$ cat config.mk
export PLATFORM = sky130hd
export DESIGN_NAME = syst_skew_feeder_flat
export DESIGN_NICKNAME = d
export VERILOG_FILES = /design/src/rtl/syst_skew_feeder_if.sv /design/src/rtl/syst_skew_feeder.sv /design/src/flat_wrapper.sv
export SDC_FILE = /design/constraint.sdc
export NUM_CORES = 1
export LEC_CHECK = 0
export BUFFER_PORTS_ARGS = -buffer_cell sky130_fd_sc_hd__buf_2
export CORE_UTILIZATION = 40
export DETAILED_ROUTE_END_ITERATION = 8
export GPL_TIMING_DRIVEN = 0
export PLACE_DENSITY = 0.63
export SLEW_MARGIN = 40
export SYNTH_ARGS = -nofsm -noshare
export SYNTH_HDL_FRONTEND = slang
export SYNTH_SLANG_ARGS = --single-unit
$ cat constraint.sdc
create_clock -name clk -period 2.7 [get_ports clk]
set_input_delay 0.27 -clock clk [delete_from_list [all_inputs] [get_ports clk]]
set_output_delay 0.27 -clock clk [all_outputs]
set_load 0.01 [all_outputs]
$ cat src/rtl/syst_skew_feeder_if.sv
// Activation input handshake for the systolic skew feeder.
// The master drives a ROWS-wide vector; the slave (feeder) returns in_ready.
interface syst_skew_feeder_if #(
    parameter int unsigned ROWS    = 4,
    parameter int unsigned X_WIDTH = 8
);
    logic                    in_valid;
    logic                    in_ready;
    logic [ROWS*X_WIDTH-1:0] in_data;
    logic                    in_last;

    modport master (output in_valid, output in_data, output in_last, input in_ready);
    modport slave  (input in_valid, input in_data, input in_last, output in_ready);
endinterface

$ cat src/rtl/syst_skew_feeder.sv
// Diagonal skew stage feeding the left column of the weight-stationary array.
// Row r is delayed r+1 cycles; after the last vector, zero bubbles drain the array.
module syst_skew_feeder #(
    parameter int unsigned ROWS      = 4,
    parameter int unsigned COLS      = 4,
    parameter int unsigned X_WIDTH   = 8,
    parameter int unsigned CNT_WIDTH = 16
) (
    input  logic                    clk,
    input  logic                    rst_n,
    syst_skew_feeder_if.slave       in_if,
    output logic [ROWS*X_WIDTH-1:0] x_o,
    output logic [ROWS-1:0]         row_valid_o,
    output logic                    busy_o,
    output logic                    done_o,
    output logic [CNT_WIDTH-1:0]    vec_cnt_o
);

    localparam int unsigned DRAIN_LEN = ROWS + COLS - 1;
    localparam int unsigned DW        = (DRAIN_LEN > 1) ? $clog2(DRAIN_LEN) : 1;
    localparam logic [DW-1:0] DRAIN_INIT = DW'(DRAIN_LEN - 1);
    localparam logic          DONE_ON_ENTRY = (DRAIN_LEN == 1);

    typedef enum logic [1:0] {
        IDLE   = 2'd0,
        STREAM = 2'd1,
        DRAIN  = 2'd2
    } state_e;

    state_e                 state_q;
    logic [DW-1:0]          drain_q;
    logic                   done_q;
    logic                   busy_q;
    logic                   ready_q;
    logic [CNT_WIDTH-1:0]   vec_q;
    logic                   accept;

    assign accept         = in_if.in_valid & ready_q;
    assign in_if.in_ready = ready_q;
    assign busy_o         = busy_q;
    assign done_o         = done_q;
    assign vec_cnt_o      = vec_q;

    // Outputs are registered alongside the state, so each is set from the transition taken.
    always_ff @(posedge clk or negedge rst_n) begin
        if (!rst_n) begin
            state_q <= IDLE;
            drain_q <= '0;
            done_q  <= 1'b0;
            busy_q  <= 1'b0;
            ready_q <= 1'b1;
            vec_q   <= '0;
        end else begin
            done_q <= 1'b0;
            unique case (state_q)
                IDLE: begin
                    if (accept) begin
                        vec_q  <= CNT_WIDTH'(1);
                        busy_q <= 1'b1;
                        if (in_if.in_last) begin
                            state_q <= DRAIN;
                            drain_q <= DRAIN_INIT;
                            ready_q <= 1'b0;
                            done_q  <= DONE_ON_ENTRY;
                        end else begin
                            state_q <= STREAM;
                        end
                    end
                end
                STREAM: begin
                    if (accept) begin
                        if (vec_q != '1) begin
                            vec_q <= vec_q + CNT_WIDTH'(1);
                        end
                        if (in_if.in_last) begin
                            state_q <= DRAIN;
                            drain_q <= DRAIN_INIT;
                            ready_q <= 1'b0;
                            done_q  <= DONE_ON_ENTRY;
                        end
                    end
                end
                DRAIN: begin
                    if (drain_q == '0) begin
                        state_q <= IDLE;
                        busy_q  <= 1'b0;
                        ready_q <= 1'b1;
                    end else begin
                        drain_q <= drain_q - DW'(1);
                        done_q  <= (drain_q == DW'(1));
                    end
                end
                default: begin
                    state_q <= IDLE;
                    busy_q  <= 1'b0;
                    ready_q <= 1'b1;
                end
            endcase
        end
    end

    for (genvar r = 0; r < ROWS; r++) begin : g_row
        localparam int unsigned DEPTH = r + 1;

        // Each stage holds {valid, data}; bubbles are all-zero.
        logic [X_WIDTH:0] stage_q [DEPTH];
        logic [X_WIDTH:0] head_d;

        assign head_d = accept ? {1'b1, in_if.in_data[r*X_WIDTH +: X_WIDTH]} : '0;

        always_ff @(posedge clk or negedge rst_n) begin
            if (!rst_n) begin
                for (int unsigned s = 0; s < DEPTH; s++) begin
                    stage_q[s] <= '0;
                end
            end else begin
                stage_q[0] <= head_d;
                for (int unsigned s = 1; s < DEPTH; s++) begin
                    stage_q[s] <= stage_q[s-1];
                end
            end
        end

        assign x_o[r*X_WIDTH +: X_WIDTH] = stage_q[DEPTH-1][X_WIDTH-1:0];
        assign row_valid_o[r]            = stage_q[DEPTH-1][X_WIDTH];
    end

endmodule

$ cat src/flat_wrapper.sv
// flat-port wrapper written by rule: the top's interface ports become plain ports
module syst_skew_feeder_flat 
#(
    parameter int unsigned ROWS      = 4,
    parameter int unsigned COLS      = 4,
    parameter int unsigned X_WIDTH   = 8,
    parameter int unsigned CNT_WIDTH = 16
)
  (clk, rst_n, x_o, row_valid_o, busy_o, done_o, vec_cnt_o, in_if_in_valid, in_if_in_data, in_if_in_last, in_if_in_ready);
  syst_skew_feeder_if #(.ROWS(ROWS), .X_WIDTH(X_WIDTH)) in_if_i ();
  input  logic clk;
  input  logic rst_n;
  output logic [ROWS*X_WIDTH-1:0] x_o;
  output logic [ROWS-1:0] row_valid_o;
  output logic busy_o;
  output logic done_o;
  output logic [CNT_WIDTH-1:0] vec_cnt_o;
  input wire logic [$bits(in_if_i.in_valid)-1:0] in_if_in_valid;
  input wire logic [$bits(in_if_i.in_data)-1:0] in_if_in_data;
  input wire logic [$bits(in_if_i.in_last)-1:0] in_if_in_last;
  output wire logic [$bits(in_if_i.in_ready)-1:0] in_if_in_ready;
  assign in_if_i.in_valid = in_if_in_valid;
  assign in_if_i.in_data = in_if_in_data;
  assign in_if_i.in_last = in_if_in_last;
  assign in_if_in_ready = in_if_i.in_ready;
  syst_skew_feeder #(.ROWS(ROWS), .COLS(COLS), .X_WIDTH(X_WIDTH), .CNT_WIDTH(CNT_WIDTH)) u_core (.clk(clk), .rst_n(rst_n), .in_if(in_if_i), .x_o(x_o), .row_valid_o(row_valid_o), .busy_o(busy_o), .done_o(done_o), .vec_cnt_o(vec_cnt_o));
endmodule
## Word level (Yosys, flattened, before mapping)

Cells that the tools add are included.

| word-level totals | value |
|---|---|
| flip-flop bits (word level) | 114 |
| bits of input ports | 36 |
| output and inout port bits | 55 |

| cells by class | value |
|---|---|
| $add $sub $neg | 2 |
| muxes and demuxes | 27 |
| reduce and logical (&&, ||, !) cells | 10 |
| equal/unequal tests | 12 |
| bitwise gates (word level) | 2 |

Operators with widths:

| operator | count |
|---|---|
| $mux W16 | 3 |
| $mux W9 | 4 |
| $pmux W16 S2 | 1 |
| $add A16 B1 Y16 const B | 1 |
| $ne A16 B16 Y1 const B | 1 |
| $ne A2 B1 Y1 const B | 6 |
| $reduce_and A4 Y1 | 3 |
| $mux W2 | 5 |
| $mux W3 | 3 |
| $mux W1 | 7 |
| $pmux W2 S3 | 1 |
| $pmux W3 S2 | 1 |
| $reduce_and A3 Y1 | 2 |
| $ne A2 B2 Y1 const B | 2 |
| $reduce_bool A2 Y1 | 2 |
| $eq A3 B1 Y1 const B | 1 |
| $logic_not A3 Y1 | 1 |
| $pmux W1 S3 | 1 |
| $sub A3 B1 Y3 const B | 1 |
| $eq A2 B1 Y1 const B | 1 |
| $eq A2 B2 Y1 const B | 1 |
| $logic_not A2 Y1 | 1 |
| $pmux W1 S2 | 1 |
| $reduce_or A2 Y1 | 1 |
| other kinds (2) | 2 |

## Logic depth before layout (Yosys ltp)

Gate-level depths: netlist of the first run.

| logic depth | value |
|---|---|
| word-level depth | 4 |
| gate-level depth with buffers | 7 |
| gate-level depth less buffers | 6 |

## Least setup slack after synthesis of the first run

OpenSTA, ideal clock, no wires.

| timing path | value |
|---|---|
| kind | reg2reg |
| from | register u_core.vec_q[0], in the netlist u_core.vec_cnt_o[0] |
| to | register u_core.vec_q[12], in the netlist u_core.vec_cnt_o[12] |
| setup slack | 0.692 ns |
| arrival time | 1.882 ns |
| data required time | 2.574 ns |
| setup time | 0.126 ns |
| cell stages (with the launch flop) | 7 |
| cells stage by stage | dfrtp_1 ha_1 nand3_2 or3_1 buf_6 mux2_4 a221o_1 |

| on the way | value |
|---|---|
| word-level cells in the longest chain between the ends | 4 |
| elaborated cells between the ends (all ways) | 7 |
| those cells by class | 1 x add/sub; 2 x eq/ne; 3 x mux; 1 x reduce/logical |

RTL lines:

| item | line | source |
|---|---|---|
| from (decl) | syst_skew_feeder.sv:35 | `logic [CNT_WIDTH-1:0] vec_q;` |
| from (signal assigned) | syst_skew_feeder.sv:73 | `vec_q <= vec_q + CNT_WIDTH'(1);` |
| $add A16 B1 Y16 | syst_skew_feeder.sv:73 |  |
| $mux W16 | syst_skew_feeder.sv:72 | `if (vec_q != '1) begin` |
| $mux W16 | syst_skew_feeder.sv:71 | `if (accept) begin` |
| $pmux W16 S2 | syst_skew_feeder.sv:55 | `unique case (state_q)` |

Parallel ways exist; a longest one is shown, timed or not. The select of a mux whose other input is x is not followed.
A chain may end at the register's enable or synchronous reset.

## Worst setup path in the final report of the first run

| timing path | value |
|---|---|
| from | register u_core.vec_q[0], in the netlist u_core.vec_cnt_o[0] |
| to | register u_core.vec_q[1], in the netlist u_core.vec_cnt_o[1] |

The elaborated chain is that of the path after synthesis.

==> impl_metrics.py, run 1 <==
metrics = {
    "outcome": {
        "status": "complete, no violations",
    },
    "power": {
        "p_per_area_nw_per_um2": 560,
        "peakVddDrop_mv": 0.336,
        "power_leakage_nw": 2.72,
    },
    "cells_and_area": {
        "fin_cells": 527,
        "syn2layout_area_growth_pct": 22.1,
        "nNetsFinal": 433,
        "final-seq-area_um2": 2700,
        "multiInputGateArea_um2": 935,
        "fill_cells": 845,
        "drive_gt1_frac": 0.377,
        "design_area_um2": 4800,
        "antenna_cells": 0,
        "final_core_util": 0.512,
    },
    "synth": {
        "syn_nets": 330,
        "synth_cell_type_count": 48,
        "async_reset_ff_frac": 1.00,
        "synth-main-ff-cell": "dfrtp_1",
        "ys_seq_area_frac": 0.688,
        "synth-edff-count": 0,
        "synth_top_area_frac": 0.681,
        "synth-xor-area-share": 0.00223,
        "synth.avg_cell_area_um2": 13.6,
        "netlist_area_um2": 3930,
        "synth_top_area_cell": "dfrtp_1",
        "syn_inst": 290,
        "ys_top_cells_by_count": "107 x dfrtp_1, 33 x and3_1, 29 x buf_4",
        "yosysMostFrequentCell": "dfrtp_1",
        "yosys_warnings": 0,
        "yosys.area_share.simple": 0.131,
        "synth_compound_area_frac": 0.0687,
        "synthAdderAreaFrac": 0.0127,
        "synthTopCellsByArea": "dfrtp_1 68%, buf_4 5.5%, and3_1 5.2%",
        "synth_top_family_by_area": "simple AND/OR/NAND/NOR gates",
        "yosys_register_bits": 108,
        "synthMuxAreaShare": 0.0232,
    },
    "sta": {
        "maxSlewViolCount": 0,
        "finalHoldViolCount": 0,
        "min_period_ns": 2.26,
        "tns_ns": 0,
        "whs_ns": 0.140,
        "fin_crit_sh": 0.838,
        "relSlewSlack": 0.666,
        "finClkSkew_ns": 0.0165,
        "rsz0062_at_grt": "no",
        "setup_viol": 0,
        "clock.fmax_mhz": 442,
        "worst_slew_pin_slew_ns": 0.501,
    },
    "cts": {
        "clockBufferDepth": 2,
        "cts_num_sinks": 108,
        "root_buffer": "clkbuf_8",
        "cts_tree": "yes",
        "clk_pin_slew_ns": 0.11,
        "cts_buffers": 9,
        "htreeDepth": 3,
        "clock_latency_ns": 0.36,
    },
    "routing": {
        "drt_iter0_drc": 80,
        "final_antenna_net_count": 0,
        "drc": 0,
        "vias": 2456,
        "wire_per_inst_um": 13.4,
        "vias_per_cell": 4.66,
        "dr.pass1.iters": 4,
        "routed_wl_um": 7080,
    },
    "die": {
        "dieArea_um2": 10200,
        "rows": 35,
        "core_um2": 9370,
        "num_io_pins": 91,
        "die_x_um": 101,
        "die_y_um": 101,
        "initial_core_util": 0.420,
    },
    "global_routing": {
        "antenna_found_initial": 0,
        "grt_pass1_vias": 2333,
        "grt_pass1_wl_um": 11400,
        "grt_max_degree": 70,
        "grt_use_total": 0.148,
        "grt_overflow_total": 0,
    },
    "critical_path": {
        "arrival_ns": 2.54,
        "rrSetupSlack_ns": 0.44,
        "worst_ep_required_time_ns": 2.98,
        "crit_path_start_kind": "register",
        "crit_path_end_kind": "register",
        "critical_path_class": "register to register",
        "cp_max_fo": 10,
    },
    "place": {
        "postPlaceCellArea_um2": 4580,
        "placed_cells": 510,
        "place_hpwl_um": 4860,
        "portBuffers": 90,
        "gp_congestion": 0.815,
    },
    "hold_path": {
        "hp-class": "input port to register",
    },
    "job": {
        "drv_cap": 0,
    },
}
area by class of cell:
class,count,area share
Buffer,40,0.0558
Clock buffer,9,0.0258
Clock inverter,7,0.0177
Inverter,7,0.00547
Multi-Input combinational cell,135,0.195
Sequential cell,108,0.563
Tap cell,129,0.0336
Timing Repair Buffer,92,0.104
where the power goes:
part           switching, W  total [W]  internal, W  leakage [nW]
logic             0.0000447  0.0000702    0.0000255          1.13
registers                 0    0.00162      0.00162          1.49
clock network      0.000556    0.00100     0.000445         0.103
critical path, stage by stage, from the launching register on:
cell     delay (ns)
dfrtp_1        0.48
ha_1           0.26
nand3_2        0.20
or3_1          0.41
buf_6          0.15
o21ai_2        0.25
buf_4          0.24
mux2i_1        0.18
cells by family (layout without fill, tap and decap cells):
kind of cell	after synthesis	count (layout)
DFF	108	108
and+or+nand+nor	87	87
buffers and inverters	47	155
AOI/OAI and AO/OA	35	35
muxes	8	8
adders and majority gates	4	4
xor gates and xnor gates	1	1
per-stage QoR:
step	worst slack, ns	power [W]
after floorplan	0.692	0.00165
after global placement	0.242	0.00171
after detailed placement	0.507	0.00172
after CTS	0.461	0.00273
after global routing	0.319	0.00280
final	0.438	0.00269
metal layers:
metal  share of wire  vias up  track usage
li1                -     1189            -
met1            0.45     1196        0.194
met2            0.49       63        0.239
met3           0.040        8       0.0352
met4           0.015        0       0.0624
met5               0        -            0
layout by cell type (no fill, tap or decap), types with 3 or more instances in the layout:
master     instances
a22o_1             8
and3_1            33
buf_2             90
buf_4             29
clkbuf_1           9
clkbuf_8           9
dfrtp_1          107
ha_1               4
inv_1              7
inv_6              3
mux2_2             5
nand2_1           11
nand3_1            5
nor2_1            13
o21ai_0            4
o2bb2ai_1          4
or3_1              3
or4_1              3
final timing paths:
check                                                      startpoint                                    end  depth (start not counted)
worst max-delay path                  u_core.vec_cnt_o[0]$_DFFE_PN0P_        u_core.vec_cnt_o[1]$_DFFE_PN0P_                          7
worst min-delay path                                in_if_in_data[18]  u_core.g_row[2].stage_q[20]$_DFF_PN0_                          2
worst max register to register        u_core.vec_cnt_o[0]$_DFFE_PN0P_        u_core.vec_cnt_o[1]$_DFFE_PN0P_                          7
worst min register to register  u_core.g_row[3].stage_q[14]$_DFF_PN0_               u_core.x_o[29]$_DFF_PN0_                          0
max in group asynchronous                                       rst_n  u_core.g_row[2].stage_q[14]$_DFF_PN0_                          3
min in group asynchronous                                       rst_n  u_core.g_row[2].stage_q[11]$_DFF_PN0_                          2
flip-flops by register name (all words and copies together), names as in the netlist:
signal and flops:
u_core.busy_o 1, u_core.row_valid_o 3, u_core.x_o 24, u_core.done_o 1
u_core.in_if.in_ready 1, u_core.g_row.stage_q 57, u_core.drain_q 3, u_core.vec_cnt_o 16
u_core.state_q 2
what timing repair did:
item	4_1_cts	5_1_grt
gates resized for setup	0	0
endpoints found under the hold margin	38	0
hold buffers	1	0
buffers inserted	0	0
Note: power is estimated with default switching activity, not from simulation.
==> inputs of run 2 (changes only) <==
--- a/config.mk
+++ b/config.mk
@@ -5,11 +5,12 @@
 export SDC_FILE = /design/constraint.sdc
 export NUM_CORES = 1
 export LEC_CHECK = 0
+export ABC_AREA = 1
 export BUFFER_PORTS_ARGS = -buffer_cell sky130_fd_sc_hd__buf_2
 export CORE_UTILIZATION = 40
 export DETAILED_ROUTE_END_ITERATION = 8
 export GPL_TIMING_DRIVEN = 0
-export PLACE_DENSITY = 0.63
+export PLACE_DENSITY = 0.65
 export SLEW_MARGIN = 40
 export SYNTH_ARGS = -nofsm -noshare
 export SYNTH_HDL_FRONTEND = slang
==> constraint.sdc (replaced) <==
create_clock -name clk -period 1.9 [get_ports clk]
set_input_delay 0.19 -clock clk [delete_from_list [all_inputs] [get_ports clk]]
set_output_delay 0.19 -clock clk [all_outputs]
set_load 0.01 [all_outputs]
==> impl_metrics.py, run 2 <==
metrics = {
    "outcome": {
        "status": "complete, no violations",
    },
    "sta": {
        "tns_ns": 0,
        "worst_slew_pin_slew_ns": 0.457,
        "whs_ns": 0.0164,
        "min_period_ns": 1.69,
        "relSlewSlack": 0.695,
        "finClkSkew_ns": 0.00850,
        "maxSlewViolCount": 0,
        "clock.fmax_mhz": 591,
        "finalHoldViolCount": 0,
        "fin_crit_sh": 0.891,
        "setup_viol": 0,
        "rsz0062_at_grt": "no",
    },
    "die": {
        "dieArea_um2": 10500,
        "rows": 36,
        "die_x_um": 102,
        "initial_core_util": 0.412,
        "die_y_um": 102,
        "core_um2": 9770,
        "num_io_pins": 91,
    },
    "cells_and_area": {
        "syn2layout_area_growth_pct": 21.8,
        "final_common_cell": "dfrtp_1",
        "drive_gt1_frac": 0.307,
        "top_register": "u_core.g_row.stage_q",
        "layout_common_cells": "107 x dfrtp_1, 90 x buf_2, 69 x nand2_1, 52 x inv_1, 52 x nor2_1",
        "fin_cells": 623,
        "largest_register_ff_count": 57,
        "nNetsFinal": 525,
        "design_area_um2": 4900,
    },
    "critical_path": {
        "arrival_ns": 2.00,
        "cp_max_fo": 9,
        "rrSetupSlack_ns": 0.21,
        "r2r_cells": 6,
        "critical_path_class": "register to register",
        "crit_path_end_kind": "register",
        "worst_ep_required_time_ns": 2.21,
        "crit_path_start_kind": "register",
    },
    "synth": {
        "netlist_area_um2": 4020,
        "synthTopCellsByArea": "dfrtp_1 67%, nand2_1 6.4%, buf_4 5.2%",
        "synth_top_area_cell": "dfrtp_1",
        "ys_top_cells_by_count": "107 x dfrtp_1, 69 x nand2_1, 52 x inv_1, 52 x nor2_1, 28 x buf_4",
        "syn_nets": 420,
        "syn_inst": 380,
        "synth.avg_cell_area_um2": 10.6,
        "ys_seq_area_frac": 0.672,
        "synth_cell_type_count": 27,
        "synth-edff-count": 0,
        "yosys_warnings": 0,
        "yosysMostFrequentCell": "dfrtp_1",
        "async_reset_ff_frac": 1.00,
        "yosys_register_bits": 108,
        "synth-main-ff-cell": "dfrtp_1",
        "synth_top_area_frac": 0.665,
    },
    "job": {
        "drv_cap": 0,
    },
    "place": {
        "place_hpwl_um": 4890,
        "gp_congestion": 0.860,
        "postPlaceCellArea_um2": 4680,
        "portBuffers": 90,
        "placed_cells": 604,
    },
    "global_routing": {
        "grt_pass1_wl_um": 11000,
        "grt_max_degree": 76,
        "grt_use_total": 0.141,
        "grt_pass1_vias": 2419,
        "grt_overflow_total": 0,
        "antenna_found_initial": 0,
    },
    "routing": {
        "drc": 0,
        "vias_per_cell": 4.34,
        "routed_wl_um": 6850,
        "vias": 2703,
        "wire_per_inst_um": 11.0,
        "dr.pass1.iters": 4,
        "final_antenna_net_count": 0,
        "drt_iter0_drc": 62,
    },
    "cts": {
        "cts_buffers": 9,
        "cts_num_sinks": 108,
        "htreeDepth": 3,
        "root_buffer": "clkbuf_8",
        "clockBufferDepth": 2,
        "clock_latency_ns": 0.37,
        "cts_tree": "yes",
        "clk_pin_slew_ns": 0.10,
    },
    "power": {
        "p_per_area_nw_per_um2": 997,
        "p_total_w": 0.00488,
        "power_leakage_nw": 2.82,
        "peakVddDrop_mv": 0.559,
    },
    "hold_path": {
        "hp-class": "input port to register",
        "worstHoldPathCells": 3,
    },
}
-- run 2: cell count changes after synthesis, moves of 4 or more --
cell | before | now
nand4_1 | 1 | 5
nand3_1 | 5 | 18
and3_1 | 33 | 0
mux2_2 | 5 | 0
o21ai_1 | 1 | 6
nand2_1 | 11 | 69
clkbuf_1 | 9 | 3
inv_1 | 7 | 52
a22o_1 | 8 | 0
o2bb2ai_1 | 4 | 0
nor2_1 | 13 | 52
-- run 2: power by group --
| part | leakage (nW) | internal (W) | total [W] | switching, W |
|---|---|---|---|---|
| combinational | 1.25 | 0.000370 | 0.000904 | 0.000533 |
| sequential | 1.47 | 0.00258 | 0.00270 | 0.000123 |
| clock | 0.0944 | 0.000524 | 0.00128 | 0.000757 |
-- run 2: timing repair --
action                                  CTS  global route
resized for setup                         0             1
endpoints found under the hold margin    34             1
hold buffers                              2             1
endpoints found under the setup margin    0             8
buffers inserted                          0             0
-- run 2: path summary, 6_finish.rpt --
| check | endpoint | startpoint |
|---|---|---|
| worst max-delay path | u_core.vec_cnt_o[12]$_DFFE_PN0P_ | u_core.in_if.in_ready$_DFFE_PN1P_ |
| worst min-delay path | u_core.g_row[1].stage_q[12]$_DFF_PN0_ | in_if_in_data[11] |
| worst max register to register | u_core.vec_cnt_o[12]$_DFFE_PN0P_ | u_core.in_if.in_ready$_DFFE_PN1P_ |
| worst min register to register | u_core.x_o[17]$_DFF_PN0_ | u_core.g_row[2].stage_q[10]$_DFF_PN0_ |
| max in group asynchronous | u_core.in_if.in_ready$_DFFE_PN1P_ | rst_n |
| min in group asynchronous | u_core.vec_cnt_o[8]$_DFFE_PN0P_ | rst_n |
-- run 2: layout make-up --
| cell class | instances | area (um^2) |
|---|---|---|
| Fill cell | 914 | 4870 |
| Sequential cell | 108 | 2700 |
| Multi-Input combinational cell | 185 | 877 |
| Timing Repair Buffer | 94 | 518 |
| Buffer | 34 | 249 |
| Inverter | 53 | 199 |
| Tap cell | 133 | 166 |
| Clock buffer | 10 | 138 |
| Clock inverter | 5 | 46.3 |
| Antenna cell | 1 | 2.50 |
-- run 2: routing by layer --
metal | GRT usage | vias up | wire length [um]
li1 | - | 1335 | -
met1 | 0.174 | 1290 | 3050
met2 | 0.227 | 66 | 3330
met3 | 0.0315 | 12 | 293
met4 | 0.0868 | 0 | 175
met5 | 0 | - | 0
-- run 2: stage by stage --
step            util  setup slack, ns
3_5_place_dp   0.479            0.109
5_1_grt        0.501           0.0444
2_1_floorplan      -            0.403
6_report       0.501            0.208
3_3_place_gp   0.475           -0.510
4_1_cts        0.499           0.0837
-- run 2: kinds of logic after synthesis --
kind of cell / count (synthesis) / share of synthesized area
buf+inv: 87 / 0.111
simple gates: 156 / 0.166
xor+xnor: 2 / 0.00435
flops: 108 / 0.672
fa+ha+maj: 4 / 0.0124
compound gates: 23 / 0.0339
-- run 2: critical path, cell delays in order (launching register included) --
cell,delay (ns)
dfstp_2,0.55
nand2_1,0.22
nor2_1,0.29
inv_1,0.14
nor2_4,0.25
nand3_1,0.12
nand2_1,0.08
==> inputs of run 3 (changes only) <==
--- a/config.mk
+++ b/config.mk
@@ -7,10 +7,10 @@
 export LEC_CHECK = 0
 export ABC_AREA = 1
 export BUFFER_PORTS_ARGS = -buffer_cell sky130_fd_sc_hd__buf_2
+export CORE_MARGIN = 2
 export CORE_UTILIZATION = 40
 export DETAILED_ROUTE_END_ITERATION = 8
-export GPL_TIMING_DRIVEN = 0
-export PLACE_DENSITY = 0.65
+export PLACE_DENSITY = 0.63
 export SLEW_MARGIN = 40
 export SYNTH_ARGS = -nofsm -noshare
 export SYNTH_HDL_FRONTEND = slang
==> constraint.sdc (replaced) <==
create_clock -name clk -period 1.6 [get_ports clk]
set_input_delay 0.16 -clock clk [delete_from_list [all_inputs] [get_ports clk]]
set_output_delay 0.16 -clock clk [all_outputs]
set_load 0.01 [all_outputs]
==> impl_metrics.py, run 3 (same netlist as run 2, synthesis figures left out) <==
metrics = {
    "global_routing": {
        "grt_overflow_total": 0,
        "grt_pass1_wl_um": 12300,
        "grt_use_total": 0.140,
        "grt_pass1_vias": 2609,
        "antenna_found_initial": 0,
        "grt_max_degree": 108,
    },
    "sta": {
        "tns_ns": 0,
        "worst_slew_pin_slew_ns": 0.597,
        "setup_viol": 0,
        "fin_crit_sh": 0.925,
        "layout_setup_ws_ns": 0.120,
        "relSlewSlack": 0.602,
        "maxSlewViolCount": 0,
        "clock.fmax_mhz": 675,
        "whs_ns": 0.0234,
        "finalHoldViolCount": 0,
        "finClkSkew_ns": 0.0130,
        "min_period_ns": 1.48,
    },
    "cts": {
        "cts_tree": "yes",
        "cts_setup_buffers": 0,
        "htreeDepth": 3,
        "root_buffer": "clkbuf_8",
        "clk_pin_slew_ns": 0.11,
        "clockBufferDepth": 2,
        "clock_latency_ns": 0.36,
        "cts_num_sinks": 108,
        "cts_buffers": 9,
    },
    "routing": {
        "final_antenna_net_count": 0,
        "drc": 0,
        "vias_per_cell": 4.30,
        "drt_iter0_drc": 81,
        "vias": 2670,
        "routed_wl_um": 7260,
        "wire_per_inst_um": 11.7,
        "dr.pass1.iters": 5,
    },
    "die": {
        "die_x_um": 104,
        "dieArea_um2": 10900,
        "rows": 36,
        "num_io_pins": 91,
        "initial_core_util": 0.412,
        "core_um2": 9770,
        "die_y_um": 104,
    },
    "cells_and_area": {
        "top_register": "u_core.g_row.stage_q",
        "layout_common_cells": "107 x dfrtp_1, 89 x buf_2, 67 x nand2_1, 52 x inv_1, 51 x nor2_1",
        "final_common_cell": "dfrtp_1",
        "nNetsFinal": 524,
        "drive_gt1_frac": 0.285,
        "largest_register_ff_count": 57,
        "syn2layout_area_growth_pct": 22.8,
        "final_core_util": 0.505,
        "fin_cells": 621,
        "antenna_cells": 0,
    },
    "place": {
        "gp_congestion": 0.855,
        "placed_cells": 586,
        "portBuffers": 90,
        "place_hpwl_um": 4810,
        "pre_cts_slack_ns": 0.0686,
    },
    "critical_path": {
        "critical_path_class": "register to register",
        "crit_path_end_kind": "register",
        "crit_path_start_kind": "register",
        "cp_max_fo": 14,
        "worst_ep_required_time_ns": 1.89,
        "arrival_ns": 1.77,
    },
    "power": {
        "power_leakage_nw": 2.79,
        "p_per_area_nw_per_um2": 1170,
        "peakVddDrop_mv": 0.525,
    },
    "job": {
        "drv_cap": 0,
    },
    "hold_path": {
        "hp-class": "input port to register",
    },
    "outcome": {
        "status": "complete, no violations",
    },
}
-- run 3: timing repair --
action | in CTS | in global routing
endpoints found under the setup margin | 0 | 11
resized for setup | 0 | 7
endpoints found under the hold margin | 126 | 0
hold buffers | 20 | 0
-- run 3: layout make-up --
class | count | area (um^2)
Tap cell | 133 | 166
Multi-Input combinational cell | 185 | 890
Sequential cell | 108 | 2700
Fill cell | 907 | 4830
Timing Repair Buffer | 127 | 797
Inverter | 53 | 199
Clock inverter | 5 | 46.3
Clock buffer | 10 | 138
-- run 3: routing by layer --
layer	wire, um	global-route usage
met5	0	0
met4	55	0.0483
met3	281	0.0276
met2	3470	0.221
met1	3460	0.194
-- run 3: worst paths after layout --
check	startpoint	endpoint	cells after the start	slack, ns
hold / removal	in_if_in_data[14]	u_core.g_row[1].stage_q[15]$_DFF_PN0_	3	0.02
hold reg to reg	u_core.g_row[3].stage_q[22]$_DFF_PN0_	u_core.g_row[3].stage_q[13]$_DFF_PN0_	0	0.34
setup reg to reg	u_core.vec_cnt_o[0]$_DFFE_PN0P_	u_core.vec_cnt_o[9]$_DFFE_PN0P_	8	0.12
max in group asynchronous	rst_n	u_core.g_row[1].stage_q[15]$_DFF_PN0_	3	0.74
setup / recovery	u_core.vec_cnt_o[0]$_DFFE_PN0P_	u_core.vec_cnt_o[9]$_DFFE_PN0P_	8	0.12
min in group asynchronous	rst_n	u_core.vec_cnt_o[8]$_DFFE_PN0P_	2	0.11
-- run 3: report_power, final --
| part | internal (W) | switching, W | total [W] |
|---|---|---|---|
| clock network | 0.000626 | 0.000928 | 0.00155 |
| logic | 0.000413 | 0.000644 | 0.00106 |
| registers | 0.00306 | 0.000133 | 0.00319 |
-- run 3: critical path, cell delays in order, from the launching register on --
cell and delay [ns]:
dfrtp_1 0.37, ha_2 0.20, nand2_2 0.08, nor2_4 0.15
nand3_4 0.11, o21ai_4 0.14, buf_4 0.21, nand2_1 0.06
o21ai_1 0.08
-- run 3: stage by stage --
step	total power, W	area [um^2]
floorplan	0.00390	4020
global placement	0.00423	4530
detailed placement	0.00428	4530
CTS	0.00590	4920
global route	0.00617	4940
finish	0.00580	4940
